--- config.mk ---
export PLATFORM = sky130hd
export DESIGN_NAME = matriz_varredura_flat
export DESIGN_NICKNAME = d
export VERILOG_FILES = /design/src/rtl/matriz_varredura_pkg.sv /design/src/rtl/matriz_varredura_if.sv /design/src/rtl/matriz_varredura_glyph_rom.sv /design/src/rtl/matriz_varredura.sv /design/src/flat_wrapper.sv
export SDC_FILE = /design/constraint.sdc
export NUM_CORES = 1
export LEC_CHECK = 0
export ABC_AREA = 0
export BUFFER_PORTS_ARGS = -buffer_cell sky130_fd_sc_hd__buf_4
export CAP_MARGIN = 20
export CORE_MARGIN = 8
export CORE_UTILIZATION = 55
export CTS_CLUSTER_SIZE = 14
export DETAILED_ROUTE_END_ITERATION = 8
export PLACE_DENSITY = 0.78
export SETUP_SLACK_MARGIN = 0.5
export SYNTH_ARGS = -nofsm -noshare
export SYNTH_HDL_FRONTEND = slang
export SYNTH_SLANG_ARGS = --single-unit
--- constraint.sdc ---
create_clock -name clock -period 3.3 [get_ports clock]
set_input_delay 0.165 -clock clock [delete_from_list [all_inputs] [get_ports clock]]
set_output_delay 0.165 -clock clock [all_outputs]
set_load 0.01 [all_outputs]
--- src/rtl/matriz_varredura_pkg.sv ---
// rtl/matriz_varredura_pkg.sv - shared types, mode codes and glyph table for the LED row scanner
package matriz_pkg;

  typedef enum logic {
    BLANK = 1'b0,
    DRIVE = 1'b1
  } estado_t;

  localparam logic [1:0] MODO_OFF      = 2'd0;
  localparam logic [1:0] MODO_GOTEJO   = 2'd1;
  localparam logic [1:0] MODO_ASPERSOR = 2'd2;
  localparam logic [1:0] MODO_ALARME   = 2'd3;

  localparam int GLYPH_ROWS = 7;
  localparam int GLYPH_COLS = 5;

  // Indexed [mode][frame][row]; row 0 is the top row of the matrix.
  localparam logic [4:0] GLYPH [4][2][7] = '{
    '{ '{5'b00000, 5'b00000, 5'b00000, 5'b00000, 5'b00000, 5'b00000, 5'b00000},
       '{5'b00000, 5'b00000, 5'b00000, 5'b00000, 5'b00000, 5'b00000, 5'b00000} },
    '{ '{5'b00100, 5'b00100, 5'b01110, 5'b01110, 5'b11111, 5'b11111, 5'b01110},
       '{5'b00000, 5'b00100, 5'b00100, 5'b01110, 5'b11111, 5'b11111, 5'b01110} },
    '{ '{5'b10101, 5'b01010, 5'b10101, 5'b00100, 5'b00100, 5'b00100, 5'b01110},
       '{5'b01010, 5'b10101, 5'b01010, 5'b00100, 5'b00100, 5'b00100, 5'b01110} },
    '{ '{5'b11111, 5'b11111, 5'b11111, 5'b11111, 5'b11111, 5'b11111, 5'b11111},
       '{5'b00000, 5'b00000, 5'b00000, 5'b00000, 5'b00000, 5'b00000, 5'b00000} }
  };

  function automatic logic [2:0] proxima_linha(input logic [2:0] r, input int rows);
    return (int'(r) == rows - 1) ? 3'd0 : r + 3'd1;
  endfunction

endpackage

--- src/rtl/matriz_varredura_if.sv ---
// rtl/matriz_varredura_if.sv - strobe/mode inputs and matrix drive outputs of the row scanner
interface matriz_varredura_if #(
  parameter int ROWS = 7,
  parameter int COLS = 5
);
  logic            scan_tick;
  logic            frame_tick;
  logic [1:0]      modo;
  logic [ROWS-1:0] linhas;
  logic [COLS-1:0] colunas;
  logic [2:0]      linha_idx;
  logic            quadro;

  modport master (
    output scan_tick, frame_tick, modo,
    input  linhas, colunas, linha_idx, quadro
  );

  modport slave (
    input  scan_tick, frame_tick, modo,
    output linhas, colunas, linha_idx, quadro
  );
endinterface

--- src/rtl/matriz_varredura_glyph_rom.sv ---
// rtl/matriz_varredura_glyph_rom.sv - combinational glyph lookup (mode, frame, row) -> columns
module matriz_glyph_rom
  import matriz_pkg::*;
(
  input  logic [1:0]            i_modo,
  input  logic                  i_quadro,
  input  logic [2:0]            i_row,
  output logic [GLYPH_COLS-1:0] o_colunas
);

  always_comb begin
    o_colunas = '0;
    if (i_row < 3'd7) o_colunas = GLYPH[i_modo][i_quadro][i_row];
  end

endmodule

--- src/rtl/matriz_varredura.sv ---
// rtl/matriz_varredura.sv - 7x5 LED row-scan driver; MATRIX_BLANK_EN adds all-off time between rows
module matriz_varredura
  import matriz_pkg::*;
#(
  parameter int ROWS         = 7,
  parameter int COLS         = 5,
  parameter int BLANK_CYCLES = 64
) (
  input  logic clock,
  input  logic reset,
  matriz_varredura_if.slave bus
);

  localparam int             CW        = $clog2(BLANK_CYCLES + 1);
  localparam logic [CW-1:0]  BLANK_INI = CW'(BLANK_CYCLES - 1);
`ifdef MATRIX_BLANK_EN
  localparam bit             BLANK_EN  = 1'b1;
`else
  localparam bit             BLANK_EN  = 1'b0;
`endif
  localparam estado_t        ESTADO_INI = BLANK_EN ? BLANK : DRIVE;

  estado_t         r_estado;
  logic [CW-1:0]   r_blank_cnt;
  logic [2:0]      r_row;
  logic            r_quadro;
  logic            r_pend;
  logic [1:0]      r_modo;
  logic [ROWS-1:0] r_linhas;
  logic [COLS-1:0] r_colunas;

  estado_t               w_estado_n;
  logic [CW-1:0]         w_cnt_n;
  logic [2:0]            w_row_n;
  logic                  w_quadro_n;
  logic                  w_pend_n;
  logic [1:0]            w_modo_n;
  logic                  w_fronteira;
  logic [ROWS-1:0]       w_linhas_n;
  logic [COLS-1:0]       w_colunas_n;
  logic [GLYPH_COLS-1:0] w_glyph;

  matriz_glyph_rom u_rom (
    .i_modo    (w_modo_n),
    .i_quadro  (w_quadro_n),
    .i_row     (w_row_n),
    .o_colunas (w_glyph)
  );

  always_comb begin
    w_estado_n  = r_estado;
    w_cnt_n     = r_blank_cnt;
    w_row_n     = r_row;
    w_fronteira = 1'b0;
    case (r_estado)
      BLANK: begin
        if (r_blank_cnt == '0) begin
          w_estado_n  = DRIVE;
          w_fronteira = (r_row == 3'd0);
        end else begin
          w_cnt_n = r_blank_cnt - 1'b1;
        end
      end
      DRIVE: begin
        if (bus.scan_tick) begin
          w_row_n = proxima_linha(r_row, ROWS);
          if (BLANK_EN) begin
            w_estado_n = BLANK;
            w_cnt_n    = BLANK_INI;
          end else begin
            w_fronteira = (w_row_n == 3'd0);
          end
        end
      end
      default: w_estado_n = ESTADO_INI;
    endcase

    // Mode and frame only change at the row-0 boundary so a frame is never torn.
    w_modo_n   = r_modo;
    w_quadro_n = r_quadro;
    w_pend_n   = r_pend | bus.frame_tick;
    if (w_fronteira) begin
      w_modo_n   = bus.modo;
      w_quadro_n = r_quadro ^ w_pend_n;
      w_pend_n   = 1'b0;
    end

    w_linhas_n  = '1;
    w_colunas_n = '0;
    if (w_estado_n == DRIVE) begin
      w_linhas_n  = ~(ROWS'(1) << w_row_n);
      w_colunas_n = COLS'(w_glyph);
    end
  end

  always_ff @(posedge clock or negedge reset) begin
    if (!reset) begin
      r_estado    <= ESTADO_INI;
      r_blank_cnt <= BLANK_INI;
      r_row       <= 3'd0;
      r_quadro    <= 1'b0;
      r_pend      <= 1'b0;
      r_modo      <= MODO_OFF;
      r_linhas    <= '1;
      r_colunas   <= '0;
    end else begin
      r_estado    <= w_estado_n;
      r_blank_cnt <= w_cnt_n;
      r_row       <= w_row_n;
      r_quadro    <= w_quadro_n;
      r_pend      <= w_pend_n;
      r_modo      <= w_modo_n;
      r_linhas    <= w_linhas_n;
      r_colunas   <= w_colunas_n;
    end
  end

  assign bus.linhas    = r_linhas;
  assign bus.colunas   = r_colunas;
  assign bus.linha_idx = r_row;
  assign bus.quadro    = r_quadro;

endmodule

--- src/flat_wrapper.sv ---
// flat-port wrapper written by rule: the top's interface ports become plain ports
module matriz_varredura_flat import matriz_pkg::*;
#(
  parameter int ROWS         = 7,
  parameter int COLS         = 5,
  parameter int BLANK_CYCLES = 64
)
  (clock, reset, bus_scan_tick, bus_frame_tick, bus_modo, bus_linhas, bus_colunas, bus_linha_idx, bus_quadro);
  matriz_varredura_if #(.ROWS(ROWS), .COLS(COLS)) bus_i ();
  input  logic clock;
  input  logic reset;
  input wire logic [$bits(bus_i.scan_tick)-1:0] bus_scan_tick;
  input wire logic [$bits(bus_i.frame_tick)-1:0] bus_frame_tick;
  input wire logic [$bits(bus_i.modo)-1:0] bus_modo;
  output wire logic [$bits(bus_i.linhas)-1:0] bus_linhas;
  output wire logic [$bits(bus_i.colunas)-1:0] bus_colunas;
  output wire logic [$bits(bus_i.linha_idx)-1:0] bus_linha_idx;
  output wire logic [$bits(bus_i.quadro)-1:0] bus_quadro;
  assign bus_i.scan_tick = bus_scan_tick;
  assign bus_i.frame_tick = bus_frame_tick;
  assign bus_i.modo = bus_modo;
  assign bus_linhas = bus_i.linhas;
  assign bus_colunas = bus_i.colunas;
  assign bus_linha_idx = bus_i.linha_idx;
  assign bus_quadro = bus_i.quadro;
  matriz_varredura #(.ROWS(ROWS), .COLS(COLS), .BLANK_CYCLES(BLANK_CYCLES)) u_core (.clock(clock), .reset(reset), .bus(bus_i));
endmodule
# After elaboration in Yosys (flattened, before gate mapping)
# Index checks and enable logic that the tools add are counted.
# Widths: inputs -> output; s select.
# op_classes
n_addsub	2
mul	0
n_div	0
magnitude_cmp	4
n_eq_ne	1
shift	1
mux	23
n_bitwise	8
n_reduce_logical	4
# op_table
operator	count
$bmux 70 s2	1
$mux 70	2
$mux 35	3
$mux 5	4
$bmux 5 s3	1
$mux 3	3
$logic_not 7->1	1
$mux 7	1
$not 7->7	1
$shl 1x3->7 const A	1
$sub 7x1->7 const B	1
$logic_not 3->1	2
$mux 1	6
$ge 4x4->1 const B	1
$not 3->4	1
$add 3x1->3 const B	1
$eq 3x2->1 const B	1
$ge 3x3->1 const B	1
$lt 3x3->1 const B	1
$not 2->3	1
$ge 2x2->1 const B	1
$mux 2	1
$not 1->1	2
$not 1->2	1
4 further kinds	4
# word_totals
ff_bits	27
latchBits	0
mem_bits_rw	0
mem_bits_ro	0
memories	0

# Depth between registers and ports, before layout
# logic_depth
word_depth	18
ltp_mapped	13
mapped_depth_nobuf	13

# Hierarchy
# From an unflattened synthesis, not the netlist that was laid out.
# hier_totals
hier_cells	134
area_unflattened_um2	1468.9
# by_module_without_submodules
module	n_inst	cells_each	area_each_um2	seq_area_each_um2
matriz_varredura	1	86	1108.6	693.2
matriz_glyph_rom	1	48	360.3	0.0

# Worst setup path after synthesis
# No wires, ideal clock.
# synth_timing
path_type	register to register
startpoint	register u_core.r_blank_cnt[0]
endpoint	register u_core.r_colunas[2], in the netlist u_core.bus.colunas[2]
setup_ps	82
t_arrival_ps	2646
required_ps	3218
slack_ps	572
path_stages_with_launch	12
n_path_buf	0
period_less_slack_ps	2728
path_cell_list	dfstp_2 inv_1 ha_1 nor4b_4 a31oi_4 mux2_2 ha_1 nor3_1 or2_2 a221oi_2 o21ai_1 a22oi_2
# synth_between
elab_chain_len	16
elab_cells_between_ends	20
# synth_lines
item	line	text
start: declaration	matriz_varredura.sv:24	logic [CW-1:0] r_blank_cnt;
start signal: assignment	matriz_varredura.sv:108	r_blank_cnt <= w_cnt_n;
$logic_not 7->1	matriz_varredura.sv:57	if (r_blank_cnt == '0) begin
$mux 1	matriz_varredura.sv:57	
$pmux 1 s2	matriz_varredura.sv:55	case (r_estado)
$mux 2	matriz_varredura.sv:82	if (w_fronteira) begin
named net u_core.u_rom.i_modo[1]	matriz_varredura_glyph_rom.sv:5	input logic [1:0] i_modo,
$not 2->3 (implied by the code)	matriz_varredura_glyph_rom.sv:13	if (i_row < 3'd7) o_colunas = GLYPH[i_modo][i_quadro][i_row];
$bmux 70 s2	matriz_varredura_glyph_rom.sv:13	
$mux 70 (implied by the code) (2 in series)	matriz_varredura_glyph_rom.sv:13	
$mux 35 (implied by the code) (3 in series)	matriz_varredura_glyph_rom.sv:13	
$bmux 5 s3	matriz_varredura_glyph_rom.sv:13	
$mux 5 (implied by the code) (2 in series)	matriz_varredura_glyph_rom.sv:13	
$mux 5	matriz_varredura_glyph_rom.sv:13	
$mux 5	matriz_varredura.sv:90	if (w_estado_n == DRIVE) begin
named net u_core.w_colunas_n[2]	matriz_varredura.sv:40	logic [COLS-1:0] w_colunas_n;
end signal: assignment	matriz_varredura.sv:114	r_colunas <= w_colunas_n;
end: declaration	matriz_varredura.sv:30	logic [COLS-1:0] r_colunas;
# The timed path passes the listed nets, and every way through them passes these cells. The select of a mux whose other input is x is not followed.
# A chain may end at the register's enable or synchronous reset.

# Worst setup path in the final report
# layout_timing
startpoint	register u_core.r_blank_cnt[1]
endpoint	register u_core.r_colunas[2], in the netlist u_core.bus.colunas[2]
# The elaborated chain is that of the path after synthesis.

==> impl_metrics.toml <==
[synth]
yosys_warnings = 0
syn_nets = 153
synth_top_cell_area_share_pct = 25.5
synth_cell_types = 45
synth_area_um2 = 1440
async_reset_ff_share_pct = 100
avgSynthCellArea_um2 = 10.2
ys_ff_latch = 25
syn-instance-count = 141
ys.flop_type = "dfstp_2"
synth_area_leaders = "dfstp_2 (25%), dfrtp_1 (19%), ha_1 (5.2%), nand2_1 (3.6%), xnor2_1 (3.6%)"
yosys.area.top_type = "dfstp_2"
ys_seq_area_share_pct = 44.6
synth_edf_count = 0

[global_routing]
grt_overflow = 0
grt_util_met3_pct = 3.31
grt_pass1_vias = 1109
grt_max_degree = 26
grt_pass1_wl_um = 5270
grt.met1_usage_pct = 20.1
antenna_found_initial = 0
top_usage_layer = "met2"
track_usage_pct = 15.0
gr-usage-met2_pct = 22.8

[sta]
rsz0062_at_grt = "false"
fin_worst_skew_ns = 0.00499
post-route-period-util_pct = 83.6
setup_viol = 0
post-route-min-period_ns = 2.76
maxSlewHeadroom_pct = 44.8
hold_viol_final = 0
setup_total_negative_slack_ns = 0
fmax_mhz = 362
drv_slew = 0
setup_slack_ns = 0.540
worst_pin_slew_ns = 0.821

[cells_and_area]
fin_area_um2 = 1700
nets = 180
final_cells = 197
mostFrequentLayoutCells = "buf_4 (27), nand2_1 (14), dfstp_2 (14)"
n_antenna_cell = 0
area_delta_synth_final_pct = 18.1
layout_commonest_cell = "buf_4"
drive_above_1_share_pct = 38.3

[routing]
firstDrtPassIters = 4
remaining_drc_errors = 0
routed_wl_um = 3180
drtIter0Drc = 50
viasPerCell = 5.76
wl_per_cell_um = 16.1
antenna_left = 0
dr_total_vias = 1135

[critical_path]
arrival_ns = 3.01
critPathKind = "register to register"
cp.required_ns = 3.55
start_kind = "register"
critPathBufInv = 1
path_delay_family = "compound AO/OA/AOI/OAI gates"
worstPathCellList = "inv_1 -> ha_1 -> nor4b_4 -> a31oi_4 -> mux2_4 -> ha_4 -> nor3_1 -> or2_2 -> a221oi_2 -> o21ai_1 -> a22oi_2"
cp_slowest_cell = "dfstp_2"
cp_slowest_stage_delay_ns = 0.57
critPathMaxFanout = 3
end_kind = "register"

[floorplan]
fp-row-count = 18
core-area_um2 = 2480
initial_core_util_pct = 58.2
dieArea_um2 = 4520
die_x_um = 67.2
die_h_um = 67.2
ios = 22

[place]
dp_hpwl_um = 2280
dp_slack_ns = 0.423
portBuffers = 21
dpl_cell_area_um2 = 1610
dp_cells = 187
place.gp.congestion = 0.875

[cts]
clock_latency_ns = 0.32
cts_buffers = 3
clk_pin_slew_ns = 0.13
clock_sinks = 25
cts_tree = "yes"
cts_buffer_depth = 2
clockRootBuffer = "clkbuf_4"
htree_levels = 1

[run_status]
outcome = "finished clean"

[worst_hold_path]
worst_hold_path_type = "primary input to register"

[power]
irDropWorstVdd_mv = 0.696
p_leak_uw = 0.000760
power-per-cell-area_nw_per_um2 = 937
power_uw = 1600

[flow_run]
maxCapViolations = 0
==> through the flow <==
stage               utilization (%)  hold slack, ns
finish                         68.8           0.151
global route                   68.8           0.182
CTS                            67.5          0.0978
detailed placement             64.9          0.0811
global placement               64.9          0.0750
floorplan                         -          -0.131
==> what timing repair did <==
action                                  in CTS  in global routing
resized for setup                            1                  3
cloned                                       0                  0
endpoints found under the hold margin       21                  0
pin swaps                                    1                  1
buffers inserted                             3                  2
hold buffers                                 1                  0
endpoints found under the setup margin       1                  2
==> area by class of cell <==
| class | instances | area [um^2] |
|---|---|---|
| clock inverters | 1 | 5.00 |
| well taps | 30 | 37.5 |
| multi-input cells | 101 | 749 |
| clock buffers | 3 | 22.5 |
| fillers | 198 | 773 |
| repair buffers | 28 | 213 |
| inverters | 9 | 33.8 |
| flip-flops and latches | 25 | 643 |
==> synth_stat cells (2+ instances only) <==
library cell and instances:
xor2_1 2, xnor2_1 6, clkbuf_1 3, o211a_1 2
and3_1 2, nand3_1 8, dfstp_2 14, and2_1 2
inv_1 8, a21oi_1 9, dfrtp_1 11, mux2_2 3
nor3_1 4, o21ai_0 5, nand2_1 14, nor2b_1 2
a21o_1 2, buf_4 2, nor2_1 9, ha_1 6
o31ai_1 2, nor3_2 2
==> per-layer routing <==
layer,part of all wire (%),up-vias
li1,-,542
met1,48,546
met2,43,42
met3,6.9,5
met4,1.5,0
met5,0,-
==> report_power, final <==
group	internal, uW	switching, uW
sequential	422	77.1
combinational	445	517
clock	45.5	91.4
total	912	685
==> worst min-delay path: stages <==
cell and delay (ns):
buf_4 0.08, nor2_1 0.08, nor2b_1 0.12
==> sequential cells by signal, indices dropped and copies added, names as in the netlist <==
register / cells
u_core.r_blank_cnt: 7
u_core.r_pend: 1
u_core.bus.colunas: 3
u_core.r_estado: 1
u_core.bus.quadro: 1
u_core.bus.linhas: 7
u_core.bus.linha_idx: 3
u_core.r_modo: 2
==> final timing paths <==
kind / to / start / cells after the start / slack (ns)
setup reg to reg: u_core.bus.colunas[2] / u_core.r_blank_cnt[1] / 11 / 0.54
hold reg to reg: u_core.r_blank_cnt[1] / u_core.r_blank_cnt[1] / 2 / 0.51
setup / recovery: u_core.bus.colunas[2] / u_core.r_blank_cnt[1] / 11 / 0.54
min in group asynchronous: u_core.bus.linha_idx[1] / reset / 2 / 0.27
max in group asynchronous: u_core.r_estado / reset / 2 / 2.74
hold / removal: u_core.r_pend / bus_frame_tick / 3 / 0.15
==> kinds of logic (layout without fill, tap and decap cells) <==
| logic type | after synthesis | count (layout) | synth area share [%] |
|---|---|---|---|
| fa+ha+maj | 6 | 6 | 5.20 |
| compound gates | 32 | 32 | 17.2 |
| buf+inv | 15 | 41 | 4.94 |
| mux | 4 | 4 | 3.38 |
| simple gates | 51 | 51 | 19.9 |
| flops | 25 | 25 | 44.6 |
| xor+xnor | 8 | 8 | 4.86 |
(Power assumes the default switching activity.)
